<file path="src/rtl/barrel_shifter_pkg.sv">
// Shared constants and helpers for the registered rotate unit.
package barrel_shifter_pkg;

    localparam int unsigned BS_DEFAULT_WIDTH = 4;
    localparam int unsigned BS_MAX_WIDTH     = 64;

    // Width of the rotate amount for a given operand width.
    function automatic int unsigned bs_shw(input int unsigned width);
        return int'($clog2(width));
    endfunction

    // Left-rotate of the low 'width' bits of value by amount.
    function automatic logic [BS_MAX_WIDTH-1:0] rotl(
        input logic [BS_MAX_WIDTH-1:0] value,
        input int unsigned             amount,
        input int unsigned             width
    );
        logic [BS_MAX_WIDTH-1:0] res;
        res = '0;
        for (int unsigned i = 0; i < width; i++) begin
            res[i] = value[(i + width - (amount % width)) % width];
        end
        return res;
    endfunction

endpackage

</file>
<file path="src/rtl/barrel_shift_stage.sv">
// One mux stage of the rotate cascade: rotates by DIST when en_i is set.
// Direction input exists only when BARREL_SHIFTER_DIR_EN is defined.
module barrel_shift_stage #(
    parameter int unsigned WIDTH = 4,
    parameter int unsigned DIST  = 1
) (
    input  logic [WIDTH-1:0] data_i,
    input  logic             en_i,
`ifdef BARREL_SHIFTER_DIR_EN
    input  logic             dir_i,
`endif
    output logic [WIDTH-1:0] data_o
);

    logic [WIDTH-1:0] rotl_w;
    logic [WIDTH-1:0] rotr_w;

    assign rotl_w = (data_i << DIST) | (data_i >> (WIDTH - DIST));
    assign rotr_w = (data_i >> DIST) | (data_i << (WIDTH - DIST));

    always_comb begin
        data_o = data_i;
        if (en_i) begin
`ifdef BARREL_SHIFTER_DIR_EN
            data_o = dir_i ? rotr_w : rotl_w;
`else
            data_o = rotl_w;
`endif
        end
    end

`ifndef BARREL_SHIFTER_DIR_EN
    logic unused_rotr;
    assign unused_rotr = ^rotr_w;
`endif

endmodule

</file>
<file path="src/rtl/barrel_shifter.sv">
// Registered barrel rotator: log2(WIDTH) mux stages feeding one output register.
// Optional right-rotate via dir port when BARREL_SHIFTER_DIR_EN is defined.
module barrel_shifter
    import barrel_shifter_pkg::*;
#(
    parameter int unsigned WIDTH = BS_DEFAULT_WIDTH,
    parameter int unsigned SHW   = bs_shw(WIDTH)
) (
    input  logic             clk,
    input  logic             rst,
    input  logic [WIDTH-1:0] a,
    input  logic [SHW-1:0]   sel,
`ifdef BARREL_SHIFTER_DIR_EN
    input  logic             dir,
`endif
    output logic [WIDTH-1:0] shift_out
);

    logic [WIDTH-1:0] stage_w [SHW+1];
    logic [WIDTH-1:0] shift_out_d;
    logic [WIDTH-1:0] shift_out_q;

    assign stage_w[0] = a;

    // Stage k rotates by 2^k under sel[k].
    for (genvar k = 0; k < int'(SHW); k++) begin : g_stage
        barrel_shift_stage #(
            .WIDTH (WIDTH),
            .DIST  (32'(1) << k)
        ) u_stage (
            .data_i (stage_w[k]),
            .en_i   (sel[k]),
`ifdef BARREL_SHIFTER_DIR_EN
            .dir_i  (dir),
`endif
            .data_o (stage_w[k+1])
        );
    end

    assign shift_out_d = stage_w[SHW];

    always_ff @(posedge clk) begin
        if (rst) begin
            shift_out_q <= '0;
        end else begin
            shift_out_q <= shift_out_d;
        end
    end

    assign shift_out = shift_out_q;

endmodule

</file>
<file path="config.mk">
export PLATFORM = sky130hd
export DESIGN_NAME = barrel_shifter
export DESIGN_NICKNAME = d
export VERILOG_FILES = /design/src/rtl/barrel_shifter_pkg.sv /design/src/rtl/barrel_shift_stage.sv /design/src/rtl/barrel_shifter.sv
export SDC_FILE = /design/constraint.sdc
export NUM_CORES = 1
export LEC_CHECK = 0
export CORE_AREA = 2 2 39 41
export CTS_BUF_LIST = sky130_fd_sc_hd__clkbuf_16
export DETAILED_ROUTE_END_ITERATION = 16
export DIE_AREA = 0 0 41 43
export PLACE_DENSITY = 0.41
export RECOVER_POWER = 100
export SYNTH_ARGS = -nofsm -noshare
export SYNTH_HDL_FRONTEND = slang
export SYNTH_SLANG_ARGS = --single-unit
</file>
<file path="constraint.sdc">
create_clock -name clk -period 0.9 [get_ports clk]
set_clock_uncertainty 0.2 [all_clocks]
set_input_delay 0.09 -clock clk [delete_from_list [all_inputs] [get_ports clk]]
set_output_delay 0.09 -clock clk [all_outputs]
set_load 0.1 [all_outputs]
</file>
# --- Yosys cells after proc, flatten, opt, wreduce, memory -nomap -nowiden ---
# Cells that the tools add are included.
classes:
  order_cmp: 0
  bitwise_logic: 2
  shifts: 0
  eq_ne: 0
  mux: 2
  div_mod_pow: 0
  mul: 0
  addsub: 0
  reduce_logical: 0
op_table:
  columns: ["operator", "n"]
  rows:
  - ["4-bit two-way mux", 2]
  - ["4-bit by 1-bit OR with 4-bit output", 1]
  - ["4-bit by 2-bit OR with 4-bit output", 1]
totals:
  in_bits: 8
  wordCells: 5
  ff_bits: 4
  romBits: 0
  mem_count: 0
  mem_bits_rw: 0
  latchBits: 0

# --- Longest topological paths before layout ---
logic_depth:
  word_depth: 4
  ltp_mapped: 3
  mapped_depth_nobuf: 2

# --- Modules after synthesis ---
# Synthesis repeated with hierarchy kept, for this count alone.
hier_totals:
  hier_cells: 16
  hier_area_um2: 195.2
by_module_without_submodules:
  columns: ["mod", "seq_area_each_um2", "cells_each", "n_inst", "area_each_um2"]
  rows:
  - ["barrel_shifter", 80.1, 8, 1, 105.1]
  - ["barrel_shift_stage", 0.0, 4, 2, 45.0]

# --- Least setup slack after synthesis ---
# Ideal clock, no wire load.
synth_timing:
  path_kind: "register to output"
  from: "register shift_out_q[0], in the netlist shift_out[0]"
  to: "output port shift_out[0]"
  required_time_ns: 0.610
  t_arrival_ns: 0.909
  slack_ns: -0.299
  stages_incl_launch_ff: 1
  path_buffers: 0
  cell_sequence: "dfxtp_1"
synth_lines:
  columns: ["element", "line", "source"]
  rows:
  - ["start: declaration", "barrel_shifter.sv:21", "logic [WIDTH-1:0] shift_out_q;"]
  - ["start signal: assignment", "barrel_shifter.sv:46", "shift_out_q <= shift_out_d;"]
  - ["end: declaration", "barrel_shifter.sv:16", "output logic [WIDTH-1:0] shift_out"]
# No word-level cell between the ends.

# --- Final worst setup path ---
layout_timing:
  from: "register shift_out_q[1], in the netlist shift_out[1]"
  to: "output port shift_out[1]"
# No word-level cell between the ends.

==> results.py <==
metrics = {
    "sta": {
        "worst_slew_pin_slew_ns": 0.196,
        "hold_viol_final": 0,
        "final_max_slew_viol_count": 0,
        "fmax_mhz": 986,
        "finalSetupViolations": 4,
        "worst_slack_ns": -0.115,
        "fin_crit_ns": 1.01,
        "post-route-period-util_pct": 113,
        "rsz0062_at_grt": "true",
        "slew_headroom_pct": 86.5,
    },
    "routing": {
        "drc": 0,
        "wire_per_inst_um": 7.82,
        "postRouteAntennaNets": 0,
        "viasPerCell": 3.77,
        "vias": 166,
        "drt-pass1-iter-count": 2,
        "drt_iter0_drc": 3,
        "wirelength_um": 344,
    },
    "synthesis": {
        "netlist_area_um2": 163,
        "syn_nets": 23,
        "avgSynthCellArea_um2": 10.8,
        "yosys-top-cells-area": "dfxtp_1 (49%), mux2i_1 (25%), o22ai_1 (15%), nand2b_1 (3.8%), or2_1 (3.8%)",
        "ys_types": 6,
        "yosysWarnings": 0,
        "syn_inst": 15,
        "synth_seq_area_share_pct": 49.2,
        "yosysTopAreaCell": "dfxtp_1",
        "synth_top_area_share_pct": 49.2,
        "ys_ff_latch": 4,
    },
    "floorplan": {
        "num_rows": 14,
        "die_h_um": 43,
        "ios": 12,
        "dieArea_mm2": 0.00176,
        "die_w_um": 41,
        "initial_core_util_pct": 11.8,
        "fp.coreArea_mm2": 0.00138,
    },
    "final_layout": {
        "antennaDiodeCount": 0,
        "areaGrowthSynthToFinish_pct": 156,
        "final_layout_size_suffix_gt1_share_pct": 50.0,
        "final_cells": 44,
        "largest_reg_flops": 4,
        "layout_common_cells": "dlygate4sd2_1 (5), o22ai_1 (4), buf_12 (4), dfxtp_4 (4), clkbuf_16 (3)",
        "final_common_cell": "dlygate4sd2_1",
        "fin_nets": 38,
    },
    "cts": {
        "numCtsBuffers": 3,
        "cts_sinks": 4,
        "clk_pin_slew_ns": 0.03,
        "cts_max_level": 1,
        "cts_root_buf": "clkbuf_16",
        "cts_tree": "yes",
        "clockBufferDepth": 2,
        "cts_setup_buffers": 0,
    },
    "power": {
        "leakage_nw": 0.180,
        "vdd_drop_max_mv": 0.467,
        "p_per_area_mw_per_mm2": 2680,
    },
    "placed_design": {
        "place_inst": 41,
        "gp_congestion": 0.636,
        "place_ws_ns": -0.499,
        "numPortBuffers": 11,
    },
    "critical_path": {
        "crit_family": "flip-flops",
        "crit_path_max_fanout": 1,
        "slowest_delay_ns": 0.34,
        "crit_buf_inv": 1,
        "end_kind": "output pin",
        "cp.arrival_ns": 0.72,
        "worstSetupStartpointType": "flop",
        "critical-path-slowest-cell": "dfxtp_4",
        "critPathKind": "flop to output pin",
        "cp_cell_sequence": "buf_12",
        "cp_data_required_time_ns": 0.61,
    },
    "grt": {
        "antenna_found_initial": 0,
        "grt_pass1_vias": 150,
        "gr-total-overflow": 0,
        "grt_pass1_wl_um": 634,
        "grt_usage_pct": 6.42,
        "grt_max_degree": 5,
    },
    "worst_hold_path": {
        "min_from": "a[0]",
        "holdPathEnd": "shift_out[2]",
        "hold-path-cell-count": 3,
        "hold_path.class": "primary input to flop",
    },
    "flow_run": {
        "drv_cap": 0,
    },
    "run_status": {
        "status": "finished with violations",
        "violations": "negative setup slack",
    },
}
-- layer usage --
layer / wire (µm) / global-route usage (%)
met5: 0 / 0
met4: 17 / 10.0
met3: 64 / 4.71
met2: 116 / 5.94
met1: 145 / 6.73
-- final cells by class --
class                      instances  area, µm²
sequential                         4       95.1
multi-input combinational         10       85.1
timing repair buffer              11        141
fill                             143        967
tap                               16       20.0
clock buffer                       3       75.1
-- cells by family (layout without fill, tap and decap cells) --
kind of cell | after synthesis | in the layout | share of synthesized area [%]
AOI/OAI and AO/OA | 4 | 4 | 15.4
muxes | 4 | 4 | 24.6
DFF | 4 | 4 | 49.2
and+or+nand+nor | 2 | 2 | 7.70
buffers and inverters | 1 | 14 | 3.07
-- Yosys cell counts, drive strengths merged --
cell type  n
clkbuf     1
dfxtp      4
mux2i      4
nand2b     1
o22ai      4
or2        1
-- worst max path at each step --
stage | startpoint | to | slack [ns] | cells after the start
floorplan | sel[0] | shift_out[0] | 0.03 | 3
global placement | sel[0] | shift_out[0] | -0.48 | 3
detailed placement | sel[0] | shift_out[0] | -0.50 | 3
CTS | shift_out[1] | shift_out[1] | -0.12 | 1
global route | shift_out[2] | shift_out[2] | -0.13 | 1
finish | shift_out[1] | shift_out[1] | -0.11 | 1
-- per-stage QoR --
step,util [%],hold slack [ns],power [mW],instance area [µm²],setup TNS [ns]
4_1_cts,29.7,0.123,1.13,410,-0.472
5_1_grt,30.1,0.0874,1.16,417,-0.509
3_5_place_dp,24.8,0.371,0.441,343,-1.94
3_3_place_gp,24.8,0.371,0.440,343,-1.87
6_report,30.1,0.0387,1.12,417,-0.451
2_1_floorplan,-,0.0776,0.339,178,0
-- worst min-delay path: cells and delay by family --
kind,cells,cell delay [ns]
buffers and inverters,1,0.12
AOI/OAI and AO/OA,1,0.12
muxes,1,0.09
-- repair_timing --
item	4_1_cts	5_1_grt
pin swaps	4	1
hold buffers	0	0
gates resized for setup	6	5
setup endpoints to repair	8	8
-- where the power goes --
part           switching [mW]  internal, mW
combinational           0.138        0.0910
sequential             0.0108         0.192
clock                   0.116         0.567
No activity file was read; power rests on OpenSTA's default activity.
